$ cat config.mk
export PLATFORM = sky130hd
export DESIGN_NAME = fm_demod
export DESIGN_NICKNAME = d
export VERILOG_FILES = /design/src/rtl/fm_demod.sv
export SDC_FILE = /design/constraint.sdc
export NUM_CORES = 1
export LEC_CHECK = 0
export BUFFER_PORTS_ARGS = -buffer_cell sky130_fd_sc_hd__buf_2
export CAP_MARGIN = 20
export CORE_MARGIN = 2
export CORE_UTILIZATION = 66
export CTS_BUF_LIST = sky130_fd_sc_hd__clkbuf_4
export CTS_CLUSTER_DIAMETER = 100
export DETAILED_ROUTE_END_ITERATION = 10
export PLACE_DENSITY = 0.92
export SYNTH_ARGS = -nofsm -noshare
export SYNTH_HDL_FRONTEND = slang
export SYNTH_SLANG_ARGS = --single-unit
export TNS_END_PERCENT = 50
$ cat constraint.sdc
create_clock -name clk -period 8.7 [get_ports clk]
set_input_delay 1.74 -clock clk [delete_from_list [all_inputs] [get_ports clk]]
set_output_delay 1.74 -clock clk [all_outputs]
set_load 0.02 [all_outputs]
$ cat src/rtl/fm_demod.sv
// Quadrature FM discriminator: d(n) = I(n-1)*Q(n) - Q(n-1)*I(n), smoothed by a
// 2^AVG_LOG2-tap moving average and saturated to a 19-bit message.
module fm_demod #(
  parameter int AVG_LOG2 = 3
) (
  input  logic               clk,
  input  logic               reset_n,
  input  logic               clken,
  input  logic               in_valid,
  input  logic signed [9:0]  fcos_i,
  input  logic signed [9:0]  fsin_i,
  output logic signed [18:0] msg_o,
  output logic               out_valid,
  output logic               sat_o,
  output logic               locked_o
);
  localparam int W = 1 << AVG_LOG2;
  localparam logic [AVG_LOG2:0] LAST = (AVG_LOG2+1)'(W - 1);
  localparam logic signed [23:0] MSG_MAX = 24'sd262143;
  localparam logic signed [23:0] MSG_MIN = -24'sd262144;

  typedef enum logic [1:0] {IDLE, FILL, RUN} state_t;
  state_t state, state_nxt;

  logic signed [9:0]  prev_i, prev_q;
  logic signed [19:0] prod_a, prod_b;
  // [0] products hold a fresh d, [1] acc holds an output-eligible window, [2] msg_o fresh
  logic [2:0]         vld_pipe;
  logic signed [20:0] d_buf [W];
  logic [AVG_LOG2-1:0] wr_ptr;
  logic [AVG_LOG2:0]  fill_cnt;
  logic signed [23:0] acc;

  logic               accept, elig;
  logic signed [20:0] d_new;
  logic signed [23:0] avg;

  assign accept = clken & in_valid;
  assign d_new  = {prod_a[19], prod_a} - {prod_b[19], prod_b};
  assign avg    = acc >>> AVG_LOG2;
  assign elig   = vld_pipe[0] & ((state == RUN) | (fill_cnt == LAST));

  always_comb begin
    state_nxt = state;
    case (state)
      IDLE:    if (accept) state_nxt = FILL;
      FILL:    if (vld_pipe[0] && fill_cnt == LAST) state_nxt = RUN;
      RUN:     state_nxt = RUN;
      default: state_nxt = IDLE;
    endcase
  end

  always_ff @(posedge clk) begin
    if (!reset_n) begin
      state    <= IDLE;
      prev_i   <= '0;
      prev_q   <= '0;
      prod_a   <= '0;
      prod_b   <= '0;
      vld_pipe <= '0;
      wr_ptr   <= '0;
      fill_cnt <= '0;
      acc      <= '0;
      msg_o    <= '0;
      sat_o    <= 1'b0;
      for (int k = 0; k < W; k++) d_buf[k] <= '0;
    end else if (clken) begin
      state <= state_nxt;
      // stage 1: the first sample after reset only primes the history
      vld_pipe[0] <= in_valid & (state != IDLE);
      if (in_valid) begin
        prod_a <= 20'(prev_i) * 20'(fsin_i);
        prod_b <= 20'(prev_q) * 20'(fcos_i);
        prev_i <= fcos_i;
        prev_q <= fsin_i;
      end
      // stage 2: window update, oldest entry leaves as the new one lands
      vld_pipe[1] <= elig;
      if (vld_pipe[0]) begin
        d_buf[wr_ptr] <= d_new;
        acc    <= acc + {{3{d_new[20]}}, d_new} - {{3{d_buf[wr_ptr][20]}}, d_buf[wr_ptr]};
        wr_ptr <= wr_ptr + 1'b1;
        if (state == FILL) fill_cnt <= fill_cnt + 1'b1;
      end
      // stage 3: scale and clip
      vld_pipe[2] <= vld_pipe[1];
      if (vld_pipe[1]) begin
        if (avg > MSG_MAX) begin
          msg_o <= MSG_MAX[18:0];
          sat_o <= 1'b1;
        end else if (avg < MSG_MIN) begin
          msg_o <= MSG_MIN[18:0];
          sat_o <= 1'b1;
        end else begin
          msg_o <= avg[18:0];
          sat_o <= 1'b0;
        end
      end
    end
  end

  // a registered pulse stays hidden while frozen and shows once clocking resumes
  assign out_valid = vld_pipe[2] & clken;
  assign locked_o  = (state == RUN);
endmodule

* Word-level counts from Yosys, hierarchy flattened
Memory sizes are Yosys's and may differ from the RTL's. A register that Yosys moved wholly into a read port is not among the register bits.
Cells that the tools add are included.
** Operators by class
- Add/subtract/negate cells :: 5
- $mul :: 2
- $lt $le $gt $ge :: 2
- Equal/unequal tests :: 5
- Multiplexer cells :: 17
- Bitwise operators :: 5
- Reductions and logical operators :: 9
** Operators with widths (number)
- multiplier 10 x 10 -> 20 bit :: 2
- 2-to-1 mux 19 bit :: 2
- adder 24 bit :: 1
- subtractor 24 bit :: 1
- greater-than comparator 21 x 19 -> 1 bit, second input constant :: 1
- less-than comparator 21 x 19 -> 1 bit, second input constant :: 1
- 2-to-1 mux 21 bit :: 1
- OR reduction 21 bit :: 1
- subtractor 20 x 20 -> 21 bit :: 1
- 2-to-1 mux 3 bit :: 3
- 2-to-1 mux 1 bit :: 8
- case mux 2 bit (3 select lines) :: 1
- AND reduction 2 bit :: 3
- AND reduction 3 bit :: 2
- adder 4 x 1 -> 4 bit, second input constant :: 1
- AND 1 bit :: 4
- equality test 4 x 3 -> 1 bit, second input constant :: 1
- 2-to-1 mux 2 bit :: 2
- != test 2 bit, second input constant :: 2
- adder 3 x 1 -> 3 bit, second input constant :: 1
- equality test 2 x 1 -> 1 bit, second input constant :: 1
- equality test 2 bit, second input constant :: 1
- zero test 2 bit :: 1
- nonzero test 2 bit :: 1
- 2 further kinds :: 2
** Word-level totals
- Bits in registers :: 116
- RAM bits :: 168
- Bits of input ports :: 24
- Output and inout bits :: 22
- Logic and storage cells :: 57
- Memories :: 1
** Memory list
- d_buf :: words 8, width 21, rd ports 1, clocked after memory_dff 1, wr ports 8, line 29 : logic signed [20:0] d_buf [W];

* Longest topological paths before layout
- Depth after elaboration :: 6
- Depth in mapped cells :: 23
- Depth with buffers taken out :: 23

* Least setup slack after synthesis
No wires, ideal clock.
- Kind :: input to register
- From :: input fcos_i[3]
- To :: register prod_b[19]
- Setup time :: 0.123 ns
- Arrival time :: 6.592 ns
- Data required time :: 8.577 ns
- Path slack :: 1.985 ns
- Cell stages on the path :: 22
- Buffers on the path :: 1
- Cell sequence :: clkbuf_1 -> nand2_1 -> fa_1 -> inv_1 -> fa_1 -> inv_1 -> fa_1 -> inv_1 -> fa_1 -> inv_1 -> fa_1 -> inv_1 -> ha_1 -> o21a_1 -> o21a_1 -> a211oi_1 -> o21ai_0 -> o211ai_1 -> o21ai_0 -> a31oi_1 -> xnor2_1 -> o21ai_0
** Between the ends
- Longest elaborated chain between the ends :: 1
** Ends and longest elaborated chain
- from (decl) :: line 10 : input logic signed [9:0] fcos_i,
- multiplier 10 x 10 -> 20 bit :: line 73 : prod_b <= 20'(prev_q) * 20'(fcos_i);
- to (signal assigned) :: line 73
- to (decl) :: line 26 : logic signed [19:0] prod_a, prod_b;
No other way between the ends.
A chain may end at the register's enable or synchronous reset.

* Final worst setup path
Ends and elaborated chain as after synthesis.

==> metrics.txt <==
Via density 6.01; Placer Congestion 0.917; clk root buf clkbuf_4; max cap viols 0; post-route setup slack 2.39 ns; CTS tree yes; H-tree depth 3; Final min period 6.31 ns; postcts setup bufs 0; final max-slew violation count 0; worst min-delay path class flop to flop; routed wire length 55.5 mm; multi-input logic area 12,800 um^2; area growth from synthesis to layout 7.08%; Final period util between 70% and 80%; Post-Synth Adder-Cell Area 27.2%; Synth Area in Simple Gates 14.3%; RSZ-0062 raised after global routing no; Worst-Skew Late Latency 0.75 ns; Yosys cell types 63; die height around 190 um; vias in the first global route 18,022; Register Area 7430 um^2; vias post-DR 16,735; post-cts resize count 0; cts hold-fix bufs 0; syn_nets 2,641; ys flop type edfxtp_1; fmax around 160 MHz; Layout Nets ~2,700; Pleak roughly 10 nW; worst stage delay on the critical path 0.55 ns; Crit-path slowest cell fa_1; Crit Path Class primary input to flop; worst path cell trace buf_2, nand2_1, fa_1, inv_1, fa_1, inv_1, fa_1, inv_1, fa_1, inv_1, fa_1, inv_1, ha_1, o21a_1, o21a_1, a211oi_1, o21ai_0, o211ai_1, o21ai_0, a31oi_1, xnor2_1, o21ai_0; drt wl/cell 19.9 um; commonest non-fill, non-tap cells in the layout 352 x inv_1, 281 x nand2_1, 243 x nor2_1; required time of the worst setup path 9.27 ns; Syn Inst Count 2,264; delay-heaviest family, CP adder cells; # setup viols final 0; setup TNS 0 ns; DRC viols 0; pin count of the biggest net entering global routing 73; Yosys top cell by area edfxtp_1; Die ar. between 30,000 and 40,000 um^2; Core Box Area 32,600 um^2; initial antenna violation count 2; Routed Antenna Nets 0; first-pass GRT wire length around 90 mm; GRT Total Usage 32.9%; sequential fraction of the synthesis area 33.8%; WP buf/inv 6; Ys Warns 0; Final Skew 0.116 ns; Hold WS between 0.4 and 0.5 ns; clock sink count about 290; Worst VDD drop 0.235 mV; CTS Buf Count 73; FILL cells between 2,000 and 2,500; Fin. Hold Viols 0; Yosys reg bits 287; First DRT Iteration DRCs 1,714; clock-pin slew on the worst setup and hold paths 0.06 ns; top post-synthesis cells by area edfxtp_1 23%, fa_1 19%, dfxtp_1 11%; FFs w/ async S/R, synth 0%; Startpoint Class primary input; fraction of layout cells with a size suffix above 1 10.7%; Port Buf Inserts 45; syn avg cell area 9.69 um^2; CTS Buffer Depth 3; Die W approximately 190 um; CP max FO 11; Worst Max-Slew Pin Slew approximately 1.2 ns; grt ovf 0; number of synthesized flops with an enable pin ~170; DR pass1 iterations 7; commonest non-fill, non-tap cell in the layout inv_1; status finished, final reports clean; largest family of logic cells by synthesized area adder cells; Setup WS pre-CTS around 1.7 ns; Mapped Area 21,900 um^2; Slew HR roughly a fifth; CP Capture Type flop; Placement Rows 66; I/O Pins 46; Critical Path AT 6.89 ns; Synth Area in XOR/XNOR under 10%; HPWL after DPL 39.7 mm; Compound-Gate Fraction of Synth Area 8.04%; Initial Util 67.3%; Pwr Density 228 nW/um^2; post-synth top area share between 20% and 30%; multiplexer share of the synthesized area 5.50%
[area by class of cell]
type | count | share of cell area [%]
diodes | 1 | 0.0106
clock buffers | 102 | 3.26
clock inverters | 15 | 0.442
inverters | 356 | 5.69
multi-input cells | 1511 | 54.3
flip-flops and latches | 287 | 31.6
well taps | 442 | 2.35
repair buffers | 72 | 2.31
[per-layer routing]
| metal | part of all wire (%) | global-route usage (%) | routed length [um] | vias to the layer above |
|---|---|---|---|---|
| li1 | - | - | - | 7442 |
| met1 | 34 | 36.5 | 18600 | 7934 |
| met2 | 50 | 58.1 | 28000 | 1066 |
| met3 | 9.9 | 6.49 | 5470 | 293 |
| met4 | 6.2 | 20.8 | 3430 | 0 |
| met5 | 0 | 0 | 0 | - |
[metrics by stage]
step | instances | power (W) | instance area (um^2) | util, %
after global routing | 2786 | 0.00572 | 23500 | 72.0
after floorplan | 2264 | 0.00348 | 21900 | -
final | 2786 | 0.00536 | 23500 | 72.0
after global placement | 2657 | 0.00399 | 22400 | 68.8
after detailed placement | 2662 | 0.00414 | 22600 | 69.1
after CTS | 2779 | 0.00526 | 23400 | 71.8
[cells by family after synthesis]
family,after synthesis
simple gates,716
buf+inv,466
fa+ha+maj,353
compound gates,298
flops,287
xor+xnor,78
mux,66
[cell usage after synthesis, types with 42 or more instances]
cell type / number
inv_1: 352
a21oi_1: 133
fa_1: 206
dfxtp_1: 119
o21ai_0: 66
nand2_1: 282
edfxtp_1: 168
ha_1: 147
nor2_1: 243
xnor2_1: 51
and2_1: 80
clkbuf_1: 102
mux4_2: 42
[worst paths after layout]
path                  start          to  slack, ns  cells past startpoint
setup / recovery  fcos_i[3]  prod_b[19]       2.39                     22
hold / removal    msg_o[17]   msg_o[17]       0.45                      2
setup reg to reg  prod_b[0]     acc[23]       2.39                     22
hold reg to reg   msg_o[17]   msg_o[17]       0.45                      2
[worst reg2reg max path, cell delays in order, from the launching register on]
cell      delay (ns)
dfxtp_1         0.35
ha_1            0.18
inv_1           0.05
fa_1            0.42
a211oi_1        0.45
o2111a_1        0.32
o31ai_2         0.09
a21oi_2         0.27
nor2_1          0.08
nor2_1          0.12
xor2_1          0.82
fa_1            0.58
inv_1           0.07
ha_1            0.24
nand4_1         0.36
nor2_1          0.47
nand3_1         0.14
o21ai_0         0.35
a211oi_1        0.15
xnor2_1         0.21
xnor2_1         0.10
or3_1           0.32
a21oi_1         0.15
[power by group]
group / internal [W] / total (W) / leakage, nW / switching (W)
Combinational: 0.000992 / 0.00269 / 7.25 / 0.00170
Sequential: 0.00149 / 0.00154 / 2.70 / 0.0000503
Clock: 0.000569 / 0.00112 / 0.515 / 0.000553
[sequential cells by signal, summed over array words and instances, names as in the netlist, named ones only]
register / cells
prev_q: 10
fill_cnt: 4
prod_b: 20
acc: 24
msg_o: 19
prod_a: 20
state: 2
sat_o: 1
d_buf: 168
prev_i: 10
vld_pipe: 3
wr_ptr: 3
Power figures use the tool's default switching activity.
